<file path="src/rtl/spectro_pkg.sv">
// Shared constants and types for the microphone front end and spectrogram stage.
package spectro_pkg;

  localparam int unsigned ADATA_W        = 18;
  localparam int unsigned I2S_FRAME_BITS = 64;
  localparam int unsigned I2S_SLOT_BITS  = 32;
  localparam int unsigned BIT_CNT_W      = $clog2(I2S_FRAME_BITS);

  typedef enum logic [0:0] {
    ST_SETTLE = 1'b0,
    ST_RUN    = 1'b1
  } mic_state_e;

endpackage

</file>
<file path="src/rtl/i2s_clkgen.sv">
// I2S bit/word clock generator.
// Divides CLK down to BCLK, counts BCLK periods within a 64-bit frame and
// derives WS from the frame position. Rise/fall strobes are asserted in the
// CLK cycle whose posedge performs the corresponding BCLK toggle.
// Ports:
//   CLK, RST  : system clock, synchronous active-high reset
//   bclk      : registered bit clock
//   ws        : registered word select (bit_cnt[5], updated on BCLK fall)
//   bit_cnt   : BCLK falls seen in the current frame, 0..63
//   rise_c    : this cycle's edge toggles bclk 0->1
//   fall_c    : this cycle's edge toggles bclk 1->0
module i2s_clkgen
  import spectro_pkg::*;
#(
  parameter int unsigned BCLK_DIV = 22
) (
  input  logic                 CLK,
  input  logic                 RST,
  output logic                 bclk,
  output logic                 ws,
  output logic [BIT_CNT_W-1:0] bit_cnt,
  output logic                 rise_c,
  output logic                 fall_c
);

  localparam int unsigned DIV_W = (BCLK_DIV > 1) ? $clog2(BCLK_DIV) : 1;

  logic [DIV_W-1:0]     div_cnt;
  logic                 tc_c;
  logic [BIT_CNT_W-1:0] bit_cnt_nxt_c;

  assign tc_c          = (div_cnt == DIV_W'(BCLK_DIV - 1));
  assign rise_c        = tc_c & ~bclk;
  assign fall_c        = tc_c & bclk;
  assign bit_cnt_nxt_c = bit_cnt + BIT_CNT_W'(1);

  // Half-period divider, BCLK toggle, frame bit counter and WS.
  always_ff @(posedge CLK) begin
    if (RST) begin
      div_cnt <= '0;
      bclk    <= 1'b0;
      ws      <= 1'b0;
      bit_cnt <= '0;
    end else begin
      if (tc_c) begin
        div_cnt <= '0;
        bclk    <= ~bclk;
      end else begin
        div_cnt <= div_cnt + DIV_W'(1);
      end
      if (fall_c) begin
        bit_cnt <= bit_cnt_nxt_c;
        ws      <= bit_cnt_nxt_c[BIT_CNT_W-1];
      end
    end
  end

endmodule

</file>
<file path="src/rtl/i2s_mic_rx.sv">
// I2S master receiver for an 18-bit MEMS microphone.
// Generates BCLK/WS, synchronises SD, shifts in the first 18 bits of the
// selected slot and emits one signed sample per frame once the start-up
// settling frames have elapsed.
// Optional feature: define I2S_DCBLK_EN to pass each sample through a
// first-order DC blocker (adds one CLK of latency).
// Ports:
//   CLK       : system clock
//   RST       : synchronous reset, active-high
//   I2S_BCLK  : bit clock to mic
//   I2S_WS    : word select to mic
//   I2S_SD    : serial data from mic (asynchronous)
//   ADATA0    : signed 18-bit sample, held until next update
//   ADATARDY  : one-CLK strobe, ADATA0 valid in the same cycle
module i2s_mic_rx
  import spectro_pkg::*;
#(
  parameter int unsigned BCLK_DIV       = 22,
  parameter int unsigned CHAN           = 0,
  parameter int unsigned STARTUP_FRAMES = 4096,
  parameter int unsigned DC_SHIFT       = 10
) (
  input  logic               CLK,
  input  logic               RST,
  output logic               I2S_BCLK,
  output logic               I2S_WS,
  input  logic               I2S_SD,
  output logic [ADATA_W-1:0] ADATA0,
  output logic               ADATARDY
);

  localparam int unsigned SU_W = (STARTUP_FRAMES > 1) ? $clog2(STARTUP_FRAMES) : 1;
  localparam logic [BIT_CNT_W-1:0] FIRST_BIT = BIT_CNT_W'(CHAN * I2S_SLOT_BITS + 1);
  localparam logic [BIT_CNT_W-1:0] LAST_BIT  = BIT_CNT_W'(CHAN * I2S_SLOT_BITS + ADATA_W);

  // Reject configurations the datapath cannot honour.
  if (CHAN > 1 || STARTUP_FRAMES == 0 || BCLK_DIV < 3 ||
      DC_SHIFT == 0 || DC_SHIFT > 31) begin : g_bad_params
    $error("i2s_mic_rx: parameter out of range");
  end

  logic [BIT_CNT_W-1:0] bit_cnt;
  logic                 rise_c;
  logic                 fall_c;
  logic                 sd_meta;
  logic                 sd_s;
  logic [ADATA_W-1:0]   sreg;
  logic                 shift_c;
  logic                 capture_c;
  logic                 emit_c;
  mic_state_e           state;
  mic_state_e           state_nxt;
  logic [SU_W-1:0]      startup_cnt;
  logic [SU_W-1:0]      startup_cnt_nxt;

  i2s_clkgen #(
    .BCLK_DIV (BCLK_DIV)
  ) u_clkgen (
    .CLK     (CLK),
    .RST     (RST),
    .bclk    (I2S_BCLK),
    .ws      (I2S_WS),
    .bit_cnt (bit_cnt),
    .rise_c  (rise_c),
    .fall_c  (fall_c)
  );

  // Two-flop synchroniser for the mic data line.
  always_ff @(posedge CLK) begin
    if (RST) begin
      sd_meta <= 1'b0;
      sd_s    <= 1'b0;
    end else begin
      sd_meta <= I2S_SD;
      sd_s    <= sd_meta;
    end
  end

  // Bit 0 of a slot is the I2S one-BCLK delay; data bits are 1..18.
  assign shift_c   = rise_c && (bit_cnt >= FIRST_BIT) && (bit_cnt <= LAST_BIT);
  assign capture_c = fall_c && (bit_cnt == LAST_BIT);

  always_ff @(posedge CLK) begin
    if (RST) begin
      sreg <= '0;
    end else if (shift_c) begin
      sreg <= {sreg[ADATA_W-2:0], sd_s};
    end
  end

  // Settling / run state register.
  always_ff @(posedge CLK) begin
    if (RST) begin
      state       <= ST_SETTLE;
      startup_cnt <= '0;
    end else begin
      state       <= state_nxt;
      startup_cnt <= startup_cnt_nxt;
    end
  end

  // Discard STARTUP_FRAMES captures, then emit every capture.
  always_comb begin
    state_nxt       = state;
    startup_cnt_nxt = startup_cnt;
    emit_c          = 1'b0;
    if (capture_c) begin
      case (state)
        ST_SETTLE: begin
          if (startup_cnt == SU_W'(STARTUP_FRAMES - 1)) begin
            state_nxt = ST_RUN;
          end else begin
            startup_cnt_nxt = startup_cnt + SU_W'(1);
          end
        end
        ST_RUN: begin
          emit_c = 1'b1;
        end
        default: begin
          state_nxt = ST_SETTLE;
        end
      endcase
    end
  end

`ifdef I2S_DCBLK_EN
  localparam int unsigned ACC_W = ADATA_W + DC_SHIFT;

  logic signed [ACC_W-1:0]   acc;
  logic signed [ADATA_W-1:0] dc_x;
  logic                      dc_vld;
  logic signed [ADATA_W-1:0] mean_c;
  logic signed [ADATA_W:0]   diff_c;
  logic        [ADATA_W-1:0] y_c;

  // y = x - mean, saturated to the sample width.
  always_comb begin
    mean_c = ADATA_W'(acc >>> DC_SHIFT);
    diff_c = (ADATA_W + 1)'(dc_x) - (ADATA_W + 1)'(mean_c);
    y_c    = diff_c[ADATA_W-1:0];
    if (diff_c[ADATA_W] != diff_c[ADATA_W-1]) begin
      y_c = diff_c[ADATA_W] ? {1'b1, {(ADATA_W-1){1'b0}}} : {1'b0, {(ADATA_W-1){1'b1}}};
    end
  end

  // Capture stage, leaky accumulator and output registers.
  always_ff @(posedge CLK) begin
    if (RST) begin
      dc_x     <= '0;
      dc_vld   <= 1'b0;
      acc      <= '0;
      ADATA0   <= '0;
      ADATARDY <= 1'b0;
    end else begin
      dc_vld   <= emit_c;
      ADATARDY <= dc_vld;
      if (emit_c) begin
        dc_x <= sreg;
      end
      if (dc_vld) begin
        acc    <= acc + ACC_W'(diff_c);
        ADATA0 <= y_c;
      end
    end
  end
`else
  // Raw sample straight from the shift register.
  always_ff @(posedge CLK) begin
    if (RST) begin
      ADATA0   <= '0;
      ADATARDY <= 1'b0;
    end else begin
      ADATARDY <= emit_c;
      if (emit_c) begin
        ADATA0 <= sreg;
      end
    end
  end
`endif

endmodule

</file>
<file path="config.mk">
export PLATFORM = sky130hd
export DESIGN_NAME = i2s_mic_rx
export DESIGN_NICKNAME = d
export VERILOG_FILES = /design/src/rtl/spectro_pkg.sv /design/src/rtl/i2s_clkgen.sv /design/src/rtl/i2s_mic_rx.sv
export SDC_FILE = /design/constraint.sdc
export NUM_CORES = 1
export LEC_CHECK = 0
export BUFFER_PORTS_ARGS = -buffer_cell sky130_fd_sc_hd__buf_2
export CAP_MARGIN = 30
export CORE_MARGIN = 2
export CORE_UTILIZATION = 59
export CTS_CLUSTER_SIZE = 16
export DETAILED_ROUTE_END_ITERATION = 8
export PLACE_DENSITY = 0.79
export SYNTH_ARGS = -nofsm -noshare
export SYNTH_HDL_FRONTEND = slang
export SYNTH_SLANG_ARGS = --single-unit
</file>
<file path="constraint.sdc">
create_clock -name CLK -period 2.2 [get_ports CLK]
set_input_delay 0.22 -clock CLK [delete_from_list [all_inputs] [get_ports CLK]]
set_output_delay 0.22 -clock CLK [all_outputs]
set_load 0.005 [all_outputs]
</file>
==> results of run 1 <==
## state kept, by name, indices dropped and copies added, names as in the netlist
signal            cells
sd_s                  1
ADATA0               18
sreg                 18
startup_cnt          12
u_clkgen.div_cnt      5
u_clkgen.bclk         1
ADATARDY              1
sd_meta               1
state                 1
u_clkgen.bit_cnt      6
## where the power goes
group	internal, W	switching (W)	total [W]
sequential	0.00116	0.00000524	0.00117
combinational	0.00000846	0.0000231	0.0000316
clock	0.000667	0.000453	0.00112
## metrics by stage
| step | util [%] | hold slack [ns] | area [um2] |
|---|---|---|---|
| after floorplan | - | 0.348 | 2860 |
| after global placement | 63.8 | 0.416 | 2990 |
| after detailed placement | 64.0 | 0.430 | 3000 |
| after CTS | 68.7 | 0.0762 | 3220 |
| after global routing | 68.7 | 0.0807 | 3220 |
| final | 68.7 | 0.0827 | 3220 |
## area by class of cell
class | count | area, um2 | share of cell area, %
clock buffers | 11 | 141 | 4.38
clock inverters | 5 | 80.1 | 2.48
inverters | 7 | 26.3 | 0.815
multi-input cells | 223 | 1400 | 43.5
flip-flops and latches | 64 | 1280 | 39.7
well taps | 54 | 67.6 | 2.10
repair buffers | 37 | 224 | 6.95
## metal layers
layer	vias up	share of wire, %	track usage (%)
met3	12	4.5	4.66
met1	1163	48	33.7
li1	1247	-	-
met4	0	1.8	13.1
met5	-	0	0
met2	69	46	37.9
## layout by cell type, fill, tap and decap left out, types with 2 or more instances in the layout
cell type   synthesis  layout
nor2b_1             3       3
a21oi_1            48      48
xor2_1              6       6
ha_1                7       7
buf_2               7      23
nand2_1             8       8
nand4_1            25      25
and2_1              3       3
o21ai_0            22      22
buf_4               1      13
and3_1              3       3
and4_1              2       2
or4_1               7       7
inv_1               7       7
or3_1               3       3
nand3_1            28      28
bufinv_16           0       2
clkbuf_8            0      10
xnor2_1             2       2
dfxtp_1            64      64
clkinvlp_4          0       2
o31a_1              2       2
nor4_1              2       2
nor3_1              2       2
nor2_1             12      12
o31ai_1            26      26
## cells by family after synthesis
kind of cell | count (synthesis) | synth area share [%]
and+or+nand+nor | 106 | 22.6
buffers and inverters | 38 | 6.21
DFF | 64 | 44.8
AOI/OAI and AO/OA | 102 | 21.0
xor gates and xnor gates | 8 | 2.45
adders and majority gates | 7 | 3.06
## path summary, 6_finish.rpt
path / from / to / cells after the start
setup / recovery: u_clkgen.bit_cnt[0]$_SDFFE_PP0P_ / startup_cnt[9]$_SDFFE_PP0P_ / 6
hold / removal: I2S_SD / sd_meta$_SDFF_PP0_ / 2
setup reg to reg: u_clkgen.bit_cnt[0]$_SDFFE_PP0P_ / startup_cnt[9]$_SDFFE_PP0P_ / 6
hold reg to reg: sd_meta$_SDFF_PP0_ / sd_s$_SDFF_PP0_ / 1
==> results.cfg, run 1 <==
[run_status]
status = finished clean

[sta]
finalSetupViolCount = 0
fmax_mhz = 488
maxSlewViolCount = 0
hold_violations = 0
max_slew_margin_pct = 54.5
fin_setup_tns_ns = 0
fin_ws_ns = 0.149
worst_slew_pin_slew_ns = 0.678
rsz0062_at_grt = false
clock_skew_ns = 0.00781
finalCritPeriodShare_pct = 93.2
period_minus_slack_ns = 2.05

[pwr]
ir_worst_vdd_mv = 0.472
power_density_nw_per_um2 = 720
p_total_w = 0.00232
power_leakage_nw = 1.15

[cells_and_area]
layout-drive-gt1-share_pct = 16.4
antenna_cells = 0
area.growth.synth_to_final_pct = 12.6
stdcell_count = 401
fillerInstances = 382
nets = 352

[synth]
async_flop_share_pct = 0
post-synth-top-count-cell = dfxtp_1
synth_area_um2 = 2860
ys_types = 38
yosys.area.top_type_share_pct = 44.8
synthTopCellsByArea = dfxtp_1, a21oi_1, o31ai_1
synthTopCellsByCount = dfxtp_1, a21oi_1, nand3_1, o31ai_1, nand4_1
yosys.area.top_type = dfxtp_1
avgSynthCellArea_um2 = 8.81
synth_ff_type = dfxtp_1
synth_edf_count = 0
syn_nets = 335
synth-seq-cells = 64
seq_area_frac_synth_pct = 44.8
yosys_warnings = 0
postSynthCellCount = 325

[worst_setup_path]
crit_buf_inv = 1
path_class = register to register
critPathLaunchType = register
end_kind = register
cp_slowest_cell = or4_1
path_cells = inv_1 -> ha_1 -> and4bb_2 -> nand4b_4 -> or4_1 -> a21oi_1
crit_family = simple AND/OR/NAND/NOR gates
max_stage_delay_ns = 0.59
r2r_slack_ns = 0.15
arrival_ns = 2.32
path_max_fanout = 19
required_ns = 2.47

[routing]
wl_per_cell_um = 15.7
viasPerCell = 6.21
wl_mm = 6.30
initialDrtViolationCount = 128
vias = 2491
drt_pre_antenna_iters = 4
drc = 0
ant_nets = 0

[global_routing]
grt_pass1_vias = 2262
antenna_found_initial = 0
grt_max_degree = 35
grt_overflow = 0
track_usage_pct = 25.0
grt_first_pass_wirelength_mm = 10.5

[floorplanning]
core.rowCount = 25
initial_core_util_pct = 61.0
coreArea_um2 = 4690
die_w_um = 73.7
ios = 24
die-area_um2 = 5430
dieHeight_um = 73.7

[place]
place_ws_ns = 0.179
dp_hpwl_mm = 3.96
port_buffers = 23
dp.cells = 385
gp_congestion = 0.792

[clock_network]
clockBufferDepth = 2
cts_max_level = 3
clkSlewWorstSetupHoldPaths_ns = 0.07
post_cts_buffers = 0
ctsRootBufferMaster = clkbuf_8
cts.sinks = 64
hold_buffers = 0
cts_buffers = 9
cts_resized = 0
cts_tree = built
clk_latency_ns = 0.34

[worst_hold_path]
hold_class = input pin to register

[flow_run]
maxCapViolCount = 0
Note: power is estimated with default switching activity, not from simulation.
==> run 2: changes to the inputs <==
- CTS_BUF_LIST: unset -> sky130_fd_sc_hd__clkbuf_16
- TNS_END_PERCENT: unset -> 1
==> run 2 against run 1 <==
  * Combinational power rose by 2%
  * Count of clock-buffer cells in the layout decreased by 2
  * Die area stayed put
  * First-iteration DRC count increased by 71%
  * Design area up 2.8%
  * Critical path depth unchanged
  * Highest routed layer unchanged
  * Routed wire length grew 1.7%
  * Total power increased by 15%
  * Worst setup slack worse by 0.042 ns
==> results.cfg, run 2 (synthesized netlist as in run 1, its figures left out) <==
[cells_and_area]
final_common_cell = dfxtp_1
layout-drive-gt1-share_pct = 16.1
stdcell_count = 401
antenna_cells = 0
area.growth.synth_to_final_pct = 15.8
fillerInstances = 369
most-common-layout-cells = dfxtp_1, a21oi_1, nand3_1
reg_top3 = ADATA0 x18, sreg x18, startup_cnt x12
nets = 352

[clock_network]
clkSlewWorstSetupHoldPaths_ns = 0.05
cts.sinks = 64
cts_resized = 0
cts_max_level = 3
cts_buffers = 9
clockBufferDepth = 2
hold_buffers = 0
ctsRootBufferMaster = clkbuf_16
cts_tree = built
post_cts_buffers = 0
clk_latency_ns = 0.32

[place]
dp_hpwl_mm = 3.96
dp.cells = 385
gp_congestion = 0.792
port_buffers = 23
place_ws_ns = 0.179

[worst_setup_path]
crit_start = u_clkgen.bit_cnt[0]$_SDFFE_PP0P_
path_class = register to register
path_max_fanout = 19
crit_buf_inv = 1
cp_slowest_cell = or4_1
critPathLaunchType = register
required_ns = 2.45
crit_family = simple AND/OR/NAND/NOR gates
end_kind = register
arrival_ns = 2.35
worstReg2RegStart = u_clkgen.bit_cnt[0]$_SDFFE_PP0P_
max_stage_delay_ns = 0.59
path_cells = inv_1 -> ha_1 -> and4bb_2 -> nand4b_4 -> or4_1 -> a21oi_1

[pwr]
power_leakage_nw = 1.20
p_total_w = 0.00267
ir_worst_vdd_mv = 0.580
power_density_nw_per_um2 = 806

[sta]
clock_skew_ns = 0.00422
fin_ws_ns = 0.107
fmax_mhz = 478
hold-worst-slack_ns = 0.105
maxSlewViolCount = 0
worst_slew_pin_slew_ns = 0.688
finalSetupViolCount = 0
finalCritPeriodShare_pct = 95.1
period_minus_slack_ns = 2.09
max_slew_margin_pct = 53.9
hold_violations = 0
rsz0062_at_grt = false
fin_setup_tns_ns = 0

[routing]
ant_nets = 0
drt_pre_antenna_iters = 4
wl_mm = 6.41
wl_per_cell_um = 16.0
viasPerCell = 6.35
initialDrtViolationCount = 219
vias = 2548
drc = 0

[worst_hold_path]
holdCritStartpoint = I2S_SD
hold_class = input pin to register

[flow_run]
maxCapViolCount = 0

[floorplanning]
core.rowCount = 25
die_w_um = 73.7
die-area_um2 = 5430
coreArea_um2 = 4690
dieHeight_um = 73.7
ios = 24
initial_core_util_pct = 61.0

[global_routing]
antenna_found_initial = 0
grt_pass1_vias = 2384
grt_first_pass_wirelength_mm = 10.8
track_usage_pct = 25.9
grt_max_degree = 35
grt_overflow = 0

[run_status]
status = finished clean
==> run 2: cell types whose count changed in the layout (fill, tap and decap cells not counted) <==
cell	before	now
clkbuf_1	1	0
clkbuf_16	0	9
clkbuf_8	10	0
clkinv_1	0	1
inv_1	7	8
==> run 2: cell type report <==
type | instances | area, um2 | area share (%)
clock buffer | 9 | 225 | 6.79
sequential | 64 | 1280 | 38.6
tap | 54 | 67.6 | 2.04
timing repair buffer | 37 | 224 | 6.75
multi-input combinational | 223 | 1400 | 42.3
inverter | 7 | 26.3 | 0.792
clock inverter | 7 | 87.6 | 2.64
==> run 2: power by group <==
| group | internal, W | switching, W |
|---|---|---|
| combinational | 0.00000857 | 0.0000237 |
| clock | 0.000980 | 0.000490 |
| sequential | 0.00117 | 0.00000533 |
| total | 0.00215 | 0.000519 |
==> run 2: path summary, 6_finish.rpt <==
path,endpoint,slack [ns],cells past startpoint
max reg2reg,startup_cnt[9]$_SDFFE_PP0P_,0.11,6
min,sd_meta$_SDFF_PP0_,0.11,2
max,startup_cnt[9]$_SDFFE_PP0P_,0.11,6
min reg2reg,sd_s$_SDFF_PP0_,0.44,1
==> run 2: metal layers <==
layer,vias up,wire length (um),global-route usage [%],part of all wire (%)
li1,1257,-,-,-
met1,1213,2940,34.5,46
met2,65,3110,38.9,48
met3,13,254,4.80,4.0
met4,0,107,15.4,1.7
met5,-,0,0,0
==> run 2: through the flow <==
stage | area, um2 | util (%)
global route | 3320 | 70.7
detailed placement | 3000 | 64.0
finish | 3320 | 70.7
CTS | 3320 | 70.7
global placement | 2990 | 63.8
floorplan | 2860 | -
==> run 3: changes to the inputs <==
- CORE_UTILIZATION: 59 -> 60
- CTS_BUF_LIST: sky130_fd_sc_hd__clkbuf_16 -> sky130_fd_sc_hd__clkbuf_4
- PLACE_DENSITY: 0.79 -> 0.8
==> run 3 against run 2 <==
  * Largest power group is now sequential cells
  * Non-clock buffer count rose by 1
  * Clock skew rose by 0.0079 ns
  * Sequential share of layout area rose by 1.4 points
  * First-iteration DRC count rose by 28%
  * Combinational power rose by 2%
  * Core utilization fell by 2.0 points
  * Fmax rose by 7.4%
  * Register-to-register slack improved by 0.14 ns
  * Largest cell class unchanged
  * Die area fell by 1.6%
==> results.cfg, run 3 (synthesized netlist as in run 1, its figures left out) <==
[run_status]
status = finished clean

[global_routing]
antenna_found_initial = 0
grt_first_pass_wirelength_mm = 10.0
grt_max_degree = 39
grt_overflow = 0
grt_pass1_vias = 2164
track_usage_pct = 24.2

[sta]
max_slew_margin_pct = 55.5
finalSetupViolCount = 0
finalCritPeriodShare_pct = 88.6
rsz0062_at_grt = false
hold_violations = 0
worst_slew_pin_slew_ns = 0.663
period_minus_slack_ns = 1.95
fin_ws_ns = 0.251
fin_setup_tns_ns = 0
clock_skew_ns = 0.0121
fmax_mhz = 513
maxSlewViolCount = 0

[cells_and_area]
antenna_cells = 0
reg_top3 = ADATA0 x18, sreg x18, startup_cnt x12
area.growth.synth_to_final_pct = 11.8
layout-drive-gt1-share_pct = 16.7
final_common_cell = dfxtp_1
most-common-layout-cells = dfxtp_1, a21oi_1, nand3_1
stdcell_count = 402
nets = 353
design_area_um2 = 3200

[clock_network]
cts_max_level = 3
clkSlewWorstSetupHoldPaths_ns = 0.11
cts.sinks = 64
cts_tree = built
cts_resized = 0
cts_buffers = 9
ctsRootBufferMaster = clkbuf_4
post_cts_buffers = 0
hold_buffers = 1
clockBufferDepth = 2
clk_latency_ns = 0.41

[place]
dp_hpwl_mm = 3.86
gp_congestion = 0.837
place_ws_ns = 0.259
dp.cells = 385
place_area_um2 = 3000
port_buffers = 23

[pwr]
power_density_nw_per_um2 = 694
power_leakage_nw = 1.15
ir_worst_vdd_mv = 0.607
p_total_w = 0.00222

[worst_setup_path]
max_stage_delay_ns = 0.50
arrival_ns = 2.29
crit_buf_inv = 2
path_max_fanout = 13
path_cells = inv_1 -> ha_1 -> and4bb_2 -> nand4_1 -> buf_4 -> or4_1 -> a21oi_1
critPathLaunchType = register
cp_slowest_cell = or4_1
required_ns = 2.54
r2r_slack_ns = 0.25
crit_family = simple AND/OR/NAND/NOR gates
end_kind = register
cp.depth = 7
reg2reg_depth = 7
path_class = register to register

[routing]
vias = 2531
ant_nets = 0
wl_per_cell_um = 15.1
viasPerCell = 6.30
drt_pre_antenna_iters = 5
drc = 0
initialDrtViolationCount = 280
wl_mm = 6.06

[floorplanning]
die-area_um2 = 5340
dieHeight_um = 73.1
initial_core_util_pct = 61.4
ios = 24
die_w_um = 73.1
coreArea_um2 = 4660
core.rowCount = 25

[worst_hold_path]
hold_class = input pin to register
min_path_cells = 2

[flow_run]
maxCapViolCount = 0
run 3: cell count changes in the layout (fill, tap and decap cells not counted):
cell           before  now
clkbuf_4            0   11
clkinv_1            1    0
clkbuf_16           9    0
dlygate4sd3_1       0    1
inv_1               8    7
clkinv_2            1    0
bufinv_16           2    3
run 3: final cells by class:
class	instances	area, um2
clock buffer	11	82.6
sequential	64	1280
tap	54	67.6
timing repair buffer	38	234
fill	353	1460
multi-input combinational	223	1400
inverter	7	26.3
clock inverter	5	105
run 3: through the flow:
step                      utilization (%)  hold slack (ns)
after floorplan                         -            0.348
final                                68.7            0.228
after detailed placement             64.4            0.420
after CTS                            68.7            0.208
after global placement               64.2            0.423
after global routing                 68.7            0.235
run 3: worst paths after layout:
kind | start | endpoint
setup / recovery | u_clkgen.bit_cnt[0]$_SDFFE_PP0P_ | startup_cnt[5]$_SDFFE_PP0P_
hold / removal | RST | ADATA0[16]$_SDFFE_PP0P_
setup reg to reg | u_clkgen.bit_cnt[0]$_SDFFE_PP0P_ | startup_cnt[5]$_SDFFE_PP0P_
hold reg to reg | sd_meta$_SDFF_PP0_ | sd_s$_SDFF_PP0_
run 3: where the power goes:
group          leakage, nW  switching (W)  total (W)  internal [W]
clock               0.0933       0.000418    0.00102      0.000601
sequential           0.516     0.00000479    0.00117       0.00116
combinational        0.537      0.0000232  0.0000328    0.00000960
run 3: per-layer routing:
layer  GRT usage [%]  routed length, um  vias to the layer above
met5               0                  0                        -
met4            13.0                143                        0
met3            5.11                373                       15
met2            35.9               2740                      111
met1            32.8               2800                     1152
li1                -                  -                     1253
